===== src/rtl/gem_tx_frame_shaper.sv =====
// ---------------------------------------------------------------------------
// gem_tx_frame_shaper
//   Enforces the Ethernet length window on AXI-Stream Tx frames ahead of the
//   Tx frame FIFO. Runts are zero-padded up to MIN_LEN bytes. Giants are cut
//   at MAX_LEN bytes, flagged bad, and their remaining input is swallowed.
//   Any input tuser seen in a frame marks that frame bad on its last beat.
//
// Ports
//   clk, rst            single rising-edge clock, synchronous active-high reset
//   s_axis_*            byte-wide AXI-Stream slave (tuser = bad byte/frame)
//   m_axis_*            byte-wide AXI-Stream master, one register stage;
//                       tuser is meaningful only with tlast
//   stat_pad            one-cycle pulse when a runt is accepted and padding starts
//   stat_trunc          one-cycle pulse when a giant is cut
// ---------------------------------------------------------------------------
module gem_tx_frame_shaper #(
    parameter int MIN_LEN = 60,
    parameter int MAX_LEN = 1514
) (
    input  logic       clk,
    input  logic       rst,
    input  logic [7:0] s_axis_tdata,
    input  logic       s_axis_tvalid,
    input  logic       s_axis_tlast,
    input  logic       s_axis_tuser,
    output logic       s_axis_tready,
    output logic [7:0] m_axis_tdata,
    output logic       m_axis_tvalid,
    output logic       m_axis_tlast,
    output logic       m_axis_tuser,
    input  logic       m_axis_tready,
    output logic       stat_pad,
    output logic       stat_trunc
);

    localparam logic [10:0] MIN_M1 = 11'(MIN_LEN - 1);
    localparam logic [10:0] MAX_M1 = 11'(MAX_LEN - 1);

    typedef enum logic [1:0] {PASS, PAD, DISCARD} state_t;

    state_t      state_q, state_d;
    logic [7:0]  tdata_q, tdata_d;
    logic        tvalid_q, tvalid_d;
    logic        tlast_q, tlast_d;
    logic        tuser_q, tuser_d;
    logic [10:0] cnt_q, cnt_d;      // output beats already emitted for this frame
    logic        err_q, err_d;      // sticky bad-frame flag
    logic        out_free;

    always_ff @(posedge clk) begin
        if (rst) begin
            state_q  <= PASS;
            tdata_q  <= 8'h00;
            tvalid_q <= 1'b0;
            tlast_q  <= 1'b0;
            tuser_q  <= 1'b0;
            cnt_q    <= 11'd0;
            err_q    <= 1'b0;
        end else begin
            state_q  <= state_d;
            tdata_q  <= tdata_d;
            tvalid_q <= tvalid_d;
            tlast_q  <= tlast_d;
            tuser_q  <= tuser_d;
            cnt_q    <= cnt_d;
            err_q    <= err_d;
        end
    end

    always_comb begin
        state_d       = state_q;
        tdata_d       = tdata_q;
        tvalid_d      = tvalid_q;
        tlast_d       = tlast_q;
        tuser_d       = tuser_q;
        cnt_d         = cnt_q;
        err_d         = err_q;
        s_axis_tready = 1'b0;
        stat_pad      = 1'b0;
        stat_trunc    = 1'b0;

        // Register can take a new beat when empty or being drained this cycle.
        out_free = !tvalid_q || m_axis_tready;
        if (out_free) tvalid_d = 1'b0;

        if (!rst) begin
            unique case (state_q)
                PASS: begin
                    s_axis_tready = out_free;
                    if (s_axis_tvalid && out_free) begin
                        tvalid_d = 1'b1;
                        tdata_d  = s_axis_tdata;
                        tlast_d  = 1'b0;
                        tuser_d  = 1'b0;
                        // Last-beat check comes first so a frame of exactly
                        // MAX_LEN bytes closes normally instead of truncating.
                        if (s_axis_tlast && cnt_q >= MIN_M1) begin
                            tlast_d = 1'b1;
                            tuser_d = err_q | s_axis_tuser;
                            cnt_d   = 11'd0;
                            err_d   = 1'b0;
                        end else if (s_axis_tlast) begin
                            cnt_d    = cnt_q + 11'd1;
                            err_d    = err_q | s_axis_tuser;
                            state_d  = PAD;
                            stat_pad = 1'b1;
                        end else if (cnt_q == MAX_M1) begin
                            tlast_d    = 1'b1;
                            tuser_d    = 1'b1;
                            cnt_d      = 11'd0;
                            err_d      = 1'b0;
                            state_d    = DISCARD;
                            stat_trunc = 1'b1;
                        end else begin
                            cnt_d = cnt_q + 11'd1;
                            err_d = err_q | s_axis_tuser;
                        end
                    end
                end
                PAD: begin
                    if (out_free) begin
                        tvalid_d = 1'b1;
                        tdata_d  = 8'h00;
                        tlast_d  = 1'b0;
                        tuser_d  = 1'b0;
                        if (cnt_q == MIN_M1) begin
                            tlast_d = 1'b1;
                            tuser_d = err_q;
                            cnt_d   = 11'd0;
                            err_d   = 1'b0;
                            state_d = PASS;
                        end else begin
                            cnt_d = cnt_q + 11'd1;
                        end
                    end
                end
                DISCARD: begin
                    // Tail of a truncated frame: sink without touching output.
                    s_axis_tready = 1'b1;
                    if (s_axis_tvalid && s_axis_tlast) state_d = PASS;
                end
                default: state_d = PASS;
            endcase
        end
    end

    assign m_axis_tdata  = tdata_q;
    assign m_axis_tvalid = tvalid_q;
    assign m_axis_tlast  = tlast_q;
    assign m_axis_tuser  = tuser_q;

endmodule


===== config.mk =====
export PLATFORM = sky130hd
export DESIGN_NAME = gem_tx_frame_shaper
export DESIGN_NICKNAME = d
export VERILOG_FILES = /design/src/rtl/gem_tx_frame_shaper.sv
export SDC_FILE = /design/constraint.sdc
export NUM_CORES = 1
export LEC_CHECK = 0
export CORE_MARGIN = 4
export CORE_UTILIZATION = 45
export DETAILED_ROUTE_END_ITERATION = 10
export PLACE_DENSITY_LB_ADDON = 0.3
export SYNTH_ARGS = -nofsm -noshare
export SYNTH_HDL_FRONTEND = slang
export SYNTH_SLANG_ARGS = --single-unit

===== constraint.sdc =====
create_clock -name clk -period 2.6 [get_ports clk]
set_input_delay 0.26 -clock clk [delete_from_list [all_inputs] [get_ports clk]]
set_output_delay 0.26 -clock clk [all_outputs]
set_load 0.02 [all_outputs]

==> impl_results.md <==
* Compound-cell area share of the yosys netlist at roughly 14%
* Count leader, synth: dfxtp_1
* Hold Path Class: flip-flop to flip-flop
* Worst-case vdd ir drop at between 0.4 and 0.5 mV
* Number of nets in the final layout at 191
* Pre-Repair DR Iteration Count at 5
* Clock input transition at the sequential cells of the worst setup and hold paths at 120 ps
* DP Worst Slack at between 200 and 250 ps
* Cell area after layout at 1530 sq um
* Time the worst path needs with I/O delays and setup at between 2000 and 2500 ps
* Leakage Power at roughly 0.57 nW
* HPWL Detailed at between 2 and 2.5 mm
* Endpoint required time on the critical path at approximately 2800 ps
* Number of design-rule violations left by the first detailed-router iteration at 92
* Slack of the critical path at 296 ps
* Most numerous cell types in the synthesized netlist: dfxtp_1 (25), nand2_1 (20), nor2_1 (20)
* TritonCTS clock tree: yes
* WS Path Type: flip-flop to flip-flop
* Synthesis-stage register bit count at 25
* Global-route wire length before repair at 4.68 mm
* Routed length per instance at about 13 um
* Setup Skew at 6.70 ps
* CP max stage cell: a2111o_1
* Setup repair after global routing missed its margin: no
* Number of clock sinks seen by CTS at 25
* DRT antenna net count at 0
* Library cell used as clock root buffer: clkbuf_4
* Area delta synth->final at 28.1%
* Via-per-instance ratio at 5.64
* RePlAce Congestion at 0.810
* Async SR Flop Fraction at 0%
* Core Rows at 18
* Cell taking the most area after synthesis: dfxtp_1
* Initial antenna violation count at 0
* Arr. time, crit path at 2540 ps
* Syn_area_per_cell at 8.11 sq um
* IO Port Bufs at 27
* Count of pins over their slew limit at 0
* Post-synthesis instance area at 1190 sq um
* Top achievable clock speed at approximately 430 MHz
* Standard cell area after detailed placement at 1490 sq um
* Antenna diode instance count at 0
* Routed via count at 1,151
* Share of the clock period used by the worst path after layout at around nine tenths
* Initial Utilization at between 40% and 50%
* Number of global-route vias before repair at 1,060
* Number of distinct standard cells referenced by the synthesized netlist at 34
* Aggregate global routing overflow at 0
* Power Density at between 500 and 600 nW/um^2
* Setup Viol. Count Final at 0
* Largest cells by area after synthesis: dfxtp_1 (42%), nand2_1 (6.3%), nor2_1 (6.3%), xnor2_1 (5.1%), a21oi_1 (5.0%)
* H-tree depth at 1
* Num CTS Buffers at 3
* Yosys warning count at 0
* Max-cap violations at 0
* Category of cells accounting for the largest share of critical-path delay: compound AO/OA/AOI/OAI gates
* Post-synthesis net count at about 160
* Portion of netlist area occupied by mux cells at 0.839%
* Core footprint at 2500 sq um
* Worst slew margin relative to its limit at 70.9%
* Clock Tree Buf Depth at 2
* Die Outline Area at 3540 sq um
* Proportion of layout cells with a drive suffix above 1 at 5.17%
* Setup TNS at 0 ps
* Post-Layout Cell Count at 204
* Sum of routed wire length over all layers at 2.75 mm
* Bufs and invs on worst path at 0
* Count of flip-flops with a built-in enable after synthesis at 0
* Sort of element at the start of the critical path: flip-flop
* Largest incremental delay on the critical path at 550 ps
* Die height at a little under 60 um
* Mapped Cells at 147
* Tot GR Track Use at 17.4%
* Latest clock arrival within the worst-skew pair at 320 ps
* Maximum fanout count along the critical path at 12
* Simple-Gate Fraction of Synth Area at a little under a third
* Synth Area in XOR/XNOR at 7.35%
* Worst path cell trace: ha_1 > a211o_1 > a311o_1 > nor3b_1 > a2111o_1 > a211oi_1
* Worst-margin pin slew at 436 ps
* Post-synthesis share of cell area spent on full adders, half adders and majority gates at 2.10%
* Worst hold slack at 459 ps
* Post-detailed-route DRC marker count at 0
* Top FF cell, synth: dfxtp_1
* Largest net degree at the start of global routing at 17
* Share of the synthesized area in the top cell type at 42.0%
* Largest family of logic cells by synthesized area: simple AND/OR/NAND/NOR gates
* Crit path capture type: flip-flop
* Io pins at 28
* Number of hold violations in the final report at 0
* Result of the run: complete, no violations
* Share of the yosys chip area belonging to registers at 42.0%
* Number of cells after detailed placement at 200
* Die Wd at 59.5 um
==> kinds of logic (layout without fill, tap and decap cells) <==
kind of cell / count (synthesis) / count (layout)
buffers and inverters: 8 / 35
and+or+nand+nor: 77 / 77
muxes: 1 / 1
AOI/OAI and AO/OA: 24 / 24
adders and majority gates: 2 / 2
xor gates and xnor gates: 10 / 10
DFF: 25 / 25
==> cell usage in the layout (no fill, tap or decap), drive strengths merged, types with 3 or more instances in the layout <==
master         Yosys  routed
a21oi             12      12
dfxtp             25      25
nand2b             4       4
buf                1       3
clkdlybuf4s50      0      25
nand3              9       9
xor2               3       3
clkbuf             6       4
xnor2              7       7
nor2              20      20
nor3               8       8
nand2             20      20
nand4              4       4
==> timing repair <==
item / CTS / global route
setup buffers: 0 / 0
setup endpoints to repair: 1 / 2
hold buffers: 0 / 0
gates resized for setup: 1 / 3
gates cloned: 0 / 0
==> worst register-to-register path, delay by kind of cell, from the launching register on <==
family,cells,cell delay [ps]
compound gates,4,1400
flops,1,390
fa+ha+maj,1,290
simple gates,1,160
==> power by group <==
part | internal (mW) | total, mW | switching, mW
clock network | 0.0601 | 0.165 | 0.105
logic | 0.110 | 0.238 | 0.128
registers | 0.414 | 0.447 | 0.0324
==> state kept, by name (all words and copies together), names as in the netlist <==
register and cells:
cnt_q 11, m_axis_tdata 8, state_q 2, err_q 1
m_axis_tlast 1, m_axis_tuser 1, m_axis_tvalid 1
==> cell type report <==
cell class	count	area (sq um)
clock buffers	4	26.3
well taps	30	37.5
multi-input cells	114	661
repair buffers	30	298
flip-flops and latches	25	502
fillers	233	972
inverters	1	3.75
==> final timing paths <==
kind	endpoint	depth (start not counted)	slack (ps)	from
min	m_axis_tdata[2]	2	460	m_axis_tdata[2]
min reg2reg	m_axis_tdata[2]	2	460	m_axis_tdata[2]
max reg2reg	cnt_q[1]	6	300	cnt_q[0]
max	cnt_q[1]	6	300	cnt_q[0]
==> stage by stage <==
step / total power, mW / util (%)
6_report: 0.850 / 61.1
5_1_grt: 0.909 / 61.1
4_1_cts: 0.864 / 60.9
3_5_place_dp: 0.693 / 59.6
3_3_place_gp: 0.683 / 59.6
2_1_floorplan: 0.599 / -
==> layer usage <==
metal | vias to the layer above | track usage (%) | share of wire (%)
li1 | 565 | - | -
met1 | 524 | 21.2 | 42
met2 | 53 | 27.9 | 46
met3 | 9 | 3.27 | 8.4
met4 | 0 | 10.7 | 3.2
met5 | - | 0 | 0
Note: power is estimated with default switching activity, not from simulation.
